<file path="src/rtl/ysyx_25040105_pkg.sv">
// Shared types and defaults for the IFU/LSU memory arbiter.
// Round-robin arbitration is selected with `define YSYX_25040105_ARB_RR_EN.
package ysyx_25040105_pkg;

  typedef enum logic [1:0] {
    ST_IDLE = 2'd0,
    ST_REQ  = 2'd1,
    ST_WAIT = 2'd2
  } state_e;

  typedef enum logic {
    OWN_IF = 1'b0,
    OWN_LS = 1'b1
  } owner_e;

  localparam int DEF_TIMEOUT = 255;

endpackage

</file>
<file path="src/rtl/ysyx_25040105_arb_pick.sv">
// Combinational grant picker between IFU and LSU requests.
// YSYX_25040105_ARB_RR_EN selects round-robin; otherwise LSU has fixed priority.
module ysyx_25040105_arb_pick
  import ysyx_25040105_pkg::*;
(
  input  logic i_if_valid,
  input  logic i_ls_valid,
`ifdef YSYX_25040105_ARB_RR_EN
  input  logic i_prio,
`endif
  output logic o_grant_if,
  output logic o_grant_ls
);

`ifdef YSYX_25040105_ARB_RR_EN
  // i_prio names the requester that wins a tie: the one that did not own the bus last.
  always_comb begin
    // NOTE: every output gets a default first so no path through the block infers a latch.
    o_grant_if = 1'b0;
    o_grant_ls = 1'b0;
    if (i_if_valid && i_ls_valid) begin
      o_grant_ls = (i_prio == OWN_LS);
      o_grant_if = (i_prio == OWN_IF);
    end else begin
      o_grant_ls = i_ls_valid;
      o_grant_if = i_if_valid;
    end
  end
`else
  always_comb begin
    o_grant_ls = i_ls_valid;
    o_grant_if = i_if_valid & ~i_ls_valid;
  end
`endif

endmodule

</file>
<file path="src/rtl/ysyx_25040105_mem_arbiter.sv">
// Single-port memory arbiter: one outstanding IFU or LSU request, with a bounded WAIT timeout.
// Define YSYX_25040105_ARB_RR_EN for round-robin arbitration (default: LSU fixed priority).
module ysyx_25040105_mem_arbiter
  import ysyx_25040105_pkg::*;
#(
  parameter int ADDR_W  = 32,
  parameter int DATA_W  = 32,
  parameter int TIMEOUT = DEF_TIMEOUT
) (
  input  logic                clk,
  input  logic                rst,

  input  logic                if_req_valid,
  output logic                if_req_ready,
  input  logic [ADDR_W-1:0]   if_req_addr,
  output logic                if_resp_valid,
  output logic [DATA_W-1:0]   if_resp_data,
  output logic                if_resp_err,

  input  logic                ls_req_valid,
  output logic                ls_req_ready,
  input  logic [ADDR_W-1:0]   ls_req_addr,
  input  logic                ls_req_wen,
  input  logic [DATA_W-1:0]   ls_req_wdata,
  input  logic [DATA_W/8-1:0] ls_req_wmask,
  output logic                ls_resp_valid,
  output logic [DATA_W-1:0]   ls_resp_data,
  output logic                ls_resp_err,

  output logic                mem_req_valid,
  input  logic                mem_req_ready,
  output logic [ADDR_W-1:0]   mem_req_addr,
  output logic                mem_req_wen,
  output logic [DATA_W-1:0]   mem_req_wdata,
  output logic [DATA_W/8-1:0] mem_req_wmask,
  input  logic                mem_resp_valid,
  input  logic [DATA_W-1:0]   mem_resp_data,

  output logic                busy
);

  localparam int MASK_W = DATA_W / 8;
  localparam int CNT_W  = $clog2(TIMEOUT + 1);
  localparam logic [CNT_W-1:0] CNT_MAX = CNT_W'(TIMEOUT);

  state_e              r_state;
  state_e              w_state_nxt;
  owner_e              r_owner;
  logic [ADDR_W-1:0]   r_addr;
  logic                r_wen;
  logic [DATA_W-1:0]   r_wdata;
  logic [MASK_W-1:0]   r_wmask;
  logic [CNT_W-1:0]    r_cnt;

  logic                r_if_resp_valid;
  logic [DATA_W-1:0]   r_if_resp_data;
  logic                r_if_resp_err;
  logic                r_ls_resp_valid;
  logic [DATA_W-1:0]   r_ls_resp_data;
  logic                r_ls_resp_err;

  logic                w_grant_if;
  logic                w_grant_ls;
  logic                w_idle;
  logic                w_accept;
  logic                w_mem_hs;
  logic                w_resp_hit;
  logic                w_timeout;
  logic                w_done;

`ifdef YSYX_25040105_ARB_RR_EN
  owner_e              r_prio;
`endif

  ysyx_25040105_arb_pick u_pick (
    .i_if_valid (if_req_valid),
    .i_ls_valid (ls_req_valid),
`ifdef YSYX_25040105_ARB_RR_EN
    .i_prio     (r_prio),
`endif
    .o_grant_if (w_grant_if),
    .o_grant_ls (w_grant_ls)
  );

  // Readies are gated by rst so nothing is granted while reset is held.
  assign w_idle       = (r_state == ST_IDLE);
  assign if_req_ready = rst & w_idle & w_grant_if;
  assign ls_req_ready = rst & w_idle & w_grant_ls;
  assign w_accept     = if_req_ready | ls_req_ready;

  assign w_mem_hs   = (r_state == ST_REQ) & mem_req_ready;
  assign w_resp_hit = (r_state == ST_WAIT) & mem_resp_valid;
  assign w_timeout  = (r_state == ST_WAIT) & ~mem_resp_valid & (r_cnt == CNT_MAX);
  assign w_done     = w_resp_hit | w_timeout;

  always_comb begin
    w_state_nxt = r_state;
    case (r_state)
      ST_IDLE: if (w_accept) w_state_nxt = ST_REQ;
      ST_REQ:  if (w_mem_hs) w_state_nxt = ST_WAIT;
      ST_WAIT: if (w_done)   w_state_nxt = ST_IDLE;
      default:               w_state_nxt = ST_IDLE;
    endcase
  end

  always_ff @(posedge clk or negedge rst) begin
    // NOTE: state is updated with <= so every register samples pre-edge values in the same step.
    if (!rst) r_state <= ST_IDLE;
    else      r_state <= w_state_nxt;
  end

  // NOTE: the latched request is reset too, because it drives the mem port directly and must read 0 after reset.
  always_ff @(posedge clk or negedge rst) begin
    if (!rst) begin
      r_owner <= OWN_IF;
      r_addr  <= '0;
      r_wen   <= 1'b0;
      r_wdata <= '0;
      r_wmask <= '0;
    end else if (w_accept) begin
      if (ls_req_ready) begin
        r_owner <= OWN_LS;
        r_addr  <= ls_req_addr;
        r_wen   <= ls_req_wen;
        r_wdata <= ls_req_wdata;
        r_wmask <= ls_req_wmask;
      end else begin
        r_owner <= OWN_IF;
        r_addr  <= if_req_addr;
        r_wen   <= 1'b0;
        r_wdata <= '0;
        r_wmask <= '0;
      end
    end
  end

  // Counter saturates at TIMEOUT so the compare stays valid when TIMEOUT is 2^n-1.
  always_ff @(posedge clk or negedge rst) begin
    if (!rst) begin
      r_cnt <= '0;
    end else if (w_mem_hs) begin
      r_cnt <= '0;
    end else if ((r_state == ST_WAIT) && (r_cnt != CNT_MAX)) begin
      r_cnt <= r_cnt + CNT_W'(1);
    end
  end

  // A response beats the timeout when both land in the same WAIT cycle.
  always_ff @(posedge clk or negedge rst) begin
    if (!rst) begin
      r_if_resp_valid <= 1'b0;
      r_if_resp_data  <= '0;
      r_if_resp_err   <= 1'b0;
      r_ls_resp_valid <= 1'b0;
      r_ls_resp_data  <= '0;
      r_ls_resp_err   <= 1'b0;
    end else begin
      r_if_resp_valid <= 1'b0;
      r_ls_resp_valid <= 1'b0;
      if (w_done) begin
        if (r_owner == OWN_LS) begin
          r_ls_resp_valid <= 1'b1;
          r_ls_resp_data  <= w_resp_hit ? mem_resp_data : '0;
          r_ls_resp_err   <= ~w_resp_hit;
        end else begin
          r_if_resp_valid <= 1'b1;
          r_if_resp_data  <= w_resp_hit ? mem_resp_data : '0;
          r_if_resp_err   <= ~w_resp_hit;
        end
      end
    end
  end

`ifdef YSYX_25040105_ARB_RR_EN
  // Pointer holds the tie-break winner, i.e. whoever was not granted last; LSU after reset.
  always_ff @(posedge clk or negedge rst) begin
    if (!rst)          r_prio <= OWN_LS;
    else if (w_accept) r_prio <= ls_req_ready ? OWN_IF : OWN_LS;
  end
`endif

  assign mem_req_valid = (r_state == ST_REQ);
  assign mem_req_addr  = r_addr;
  assign mem_req_wen   = r_wen;
  assign mem_req_wdata = r_wdata;
  assign mem_req_wmask = r_wmask;

  assign if_resp_valid = r_if_resp_valid;
  assign if_resp_data  = r_if_resp_data;
  assign if_resp_err   = r_if_resp_err;
  assign ls_resp_valid = r_ls_resp_valid;
  assign ls_resp_data  = r_ls_resp_data;
  assign ls_resp_err   = r_ls_resp_err;

  assign busy = (r_state != ST_IDLE);

endmodule
</file>
<file path="config.mk">
export PLATFORM = sky130hd
export DESIGN_NAME = ysyx_25040105_mem_arbiter
export DESIGN_NICKNAME = d
export VERILOG_FILES = /design/src/rtl/ysyx_25040105_pkg.sv /design/src/rtl/ysyx_25040105_arb_pick.sv /design/src/rtl/ysyx_25040105_mem_arbiter.sv
export SDC_FILE = /design/constraint.sdc
export NUM_CORES = 1
export LEC_CHECK = 0
export ABC_AREA = 1
export CELL_PAD_IN_SITES_DETAIL_PLACEMENT = 0
export CELL_PAD_IN_SITES_GLOBAL_PLACEMENT = 1
export CORE_MARGIN = 4
export CORE_UTILIZATION = 30
export DETAILED_ROUTE_END_ITERATION = 10
export MAX_ROUTING_LAYER = met4
export PLACE_DENSITY = 0.91
export SLEW_MARGIN = 0
export SYNTH_ARGS = -nofsm -noshare
export SYNTH_HDL_FRONTEND = slang
export SYNTH_SLANG_ARGS = --single-unit
</file>
<file path="constraint.sdc">
create_clock -name clk -period 1.8 [get_ports clk]
set_clock_uncertainty 0.2 [all_clocks]
set_input_delay 0.45 -clock clk [delete_from_list [all_inputs] [get_ports clk]]
set_output_delay 0.45 -clock clk [all_outputs]
set_load 0.1 [all_outputs]
</file>
==> results_dict.tcl <==
set metrics [dict create \
    antenna_found_initial 0 \
    hold-path-endpoint "ls_resp_data[29]" \
    cts-buffers-inserted 17 \
    htree_levels 4 \
    start_util_pct 30.53 \
    critPathCaptureType "primary output" \
    rr_endpoint "if_resp_data[21]" \
    num_io_pins 280 \
    cts_root_buf "clkbuf_16" \
    period_share_pct 117.1 \
    track_usage_pct 18.28 \
    finalHoldViolations 0 \
    synth_ff_type "dfrtp_1" \
    drtIter0Drc 261 \
    startpoint "r_state[0]" \
    firstDrtPassIters 5 \
    stdcell_area_um2 12170 \
    layout-drive-gt1-share_pct 23.26 \
    async_flop_share_pct 100.0 \
    fmax_ghz 0.4746 \
    critPathArrivalTime_ns 1.46 \
    routedWlPerCell_um 15.88 \
    hold_depth 2 \
    grt_remaining_overflow 0 \
    yosysTopAreaCell "dfrtp_1" \
    grt_max_degree 83 \
    area.growth.synth_to_final_pct 89.69 \
    multi_input_area_um2 2389 \
    slew_headroom_pct 71.34 \
    cts_tree "yes" \
    port_buffers 279 \
    ys_ff_latch 148 \
    synth_edf_count 0 \
    synthesis.area_um2 6417 \
    wl_um 22390 \
    grt_pass1_vias 6323 \
    syn_nets 944 \
    failed_checks "setup timing" \
    setup_ws_ns -0.3072 \
    fp-row-count 53 \
    drc_errors 0 \
    coreArea_um2 21020 \
    ant_nets 0 \
    postSynthAreaPerCell_um2 7.982 \
    synthTopCellsByCount "nand2_1 (401), dfrtp_1 (148), inv_1 (78)" \
    hp-start "ls_resp_data[29]" \
    rsz0062_at_grt "yes" \
    critical_path_class "flop to primary output" \
    dpl_cell_area_um2 11130 \
    dr_total_vias 6253 \
    r2r_slack_ns 0 \
    area.sequential_um2 3707 \
    cap_violations 0 \
    synth.area.top_cells "dfrtp_1 (58%), nand2_1 (23%), o21ai_0 (4.7%)" \
    clock_sinks 148 \
    ys_seq_area_share_pct 57.71 \
    nFillCells 1770 \
    antenna_cells 0 \
    critPathRequiredTime_ns 1.15 \
    die_height_um 154.3 \
    period_needed_ns 2.107 \
    clk_path_buf_depth 2 \
    start_kind "flop" \
    setup_viol 4 \
    yosysMostFrequentCell "nand2_1" \
    gp_congestion 0.8164 \
    status "complete, but fails checks" \
    r2r-start "r_state[0]" \
    hpwlAfterDp_um 15880 \
    yosys.area.top_type_share_pct 57.71 \
    syn_inst 804 \
    nNetsFinal 1262 \
    reg2regPathDepth 11 \
    min-delay-path-class "flop to flop" \
    avgViaCountPerCell 4.435 \
    tightest_slew_ns 0.4299 \
    die_w_um 154.3 \
    yosysWarnings 0 \
    insertion_delay_ns 0.41 \
    grt_pass1_wl_um 33390 \
    clkSlewWorstSetupHoldPaths_ns 0.06 \
    worstPathMaxFanout 3 \
    maxSlewViolCount 0 \
    yosysUniqueCellTypes 24 \
    dieArea_um2 23790 \
]
## final cells by class
class,instances,area share (%)
Clock buffer,21,3.783
Clock inverter,11,1.048
Inverter,81,2.559
Multi-Input combinational cell,541,19.62
Sequential cell,148,30.46
Tap cell,275,2.827
Timing Repair Buffer,333,39.71
## per-stage QoR
stage / instances / hold slack, ns / TNS [ns] / util, % / worst slack, ns
floorplan: 804 / -0.04559 / -0.1898 / - / -0.1898
global placement: 1355 / 0.3102 / -12.69 / 52.96 / -0.2438
detailed placement: 1355 / 0.3209 / -15.08 / 52.96 / -0.2554
CTS: 1394 / 0.3370 / -1.138 / 56.15 / -0.3322
global route: 1410 / 0.3505 / -3.244 / 57.91 / -0.3686
finish: 1410 / 0.3272 / -1.056 / 57.91 / -0.3072
## layout by cell type (no fill, tap or decap), types with 2 or more instances in the layout
| cell type | count |
|---|---|
| nand2_2 | 14 |
| nor2_4 | 3 |
| nand4_1 | 2 |
| inv_1 | 75 |
| bufinv_16 | 2 |
| clkbuf_8 | 2 |
| clkbuf_16 | 21 |
| o21ai_1 | 16 |
| inv_2 | 3 |
| nand3_1 | 12 |
| nand2_8 | 6 |
| clkinv_4 | 3 |
| buf_4 | 33 |
| inv_6 | 2 |
| clkdlybuf4s50_1 | 137 |
| nand2_1 | 386 |
| o21ai_0 | 50 |
| nand2_4 | 3 |
| buf_6 | 7 |
| clkinv_2 | 2 |
| buf_12 | 149 |
| nor2_2 | 2 |
| dfrtp_1 | 147 |
| clkinvlp_4 | 3 |
| xor2_1 | 3 |
| clkbuf_1 | 2 |
| nor2_1 | 37 |
| nand3_4 | 2 |
## metal layers
layer | wire length, µm | vias up | GRT usage (%)
li1 | - | 3066 | -
met1 | 9015 | 2916 | 21.58
met2 | 10900 | 251 | 29.83
met3 | 2184 | 20 | 7.275
met4 | 293 | 0 | 3.743
met5 | 0 | - | -
## how the worst max path moves through the flow
stage                        to  cells after the start
2_1_floorplan      if_req_ready                      4
3_3_place_gp   mem_req_addr[22]                      6
3_5_place_dp       if_req_ready                      4
4_1_cts            if_req_ready                      5
5_1_grt            if_req_ready                      5
6_report           if_req_ready                      5
## critical path, cell delays in order, from the launching register on
cell and delay, ns:
dfrtp_1 0.39, nor2_2 0.13, buf_6 0.15, nand3_4 0.08, nor2_4 0.11, buf_12 0.18
## sequential cells by signal, summed over array words and instances, names as in the netlist
| name | count |
|---|---|
| if_resp_valid | 1 |
| mem_req_wmask | 4 |
| mem_req_wen | 1 |
| r_cnt | 8 |
| r_owner | 1 |
| mem_req_addr | 32 |
| if_resp_err | 1 |
| ls_resp_data | 32 |
| if_resp_data | 32 |
| r_state | 2 |
| ls_resp_valid | 1 |
| mem_req_wdata | 32 |
| ls_resp_err | 1 |
## logic make-up (layout without fill, tap and decap cells)
family          count (synthesis)  after routing  share of synthesized area, %
xor+xnor                        3              3                        0.4095
simple gates                  465            468                         28.23
fa+ha+maj                       1              1                        0.1949
flops                         148            148                         57.71
buf+inv                       118            446                         7.935
compound gates                 69             69                         5.518
## repair_timing
action,in CTS,in global routing
hold buffers,1,0
endpoints found under the setup margin,4,106
buffers inserted,6,8
hold endpoints to repair,17,0
pin swaps,3,8
cloned,0,8
resized for setup,7,46
Power is not shown: default switching activity piles up to over one toggle a cycle in this logic, so the estimate is an artifact.
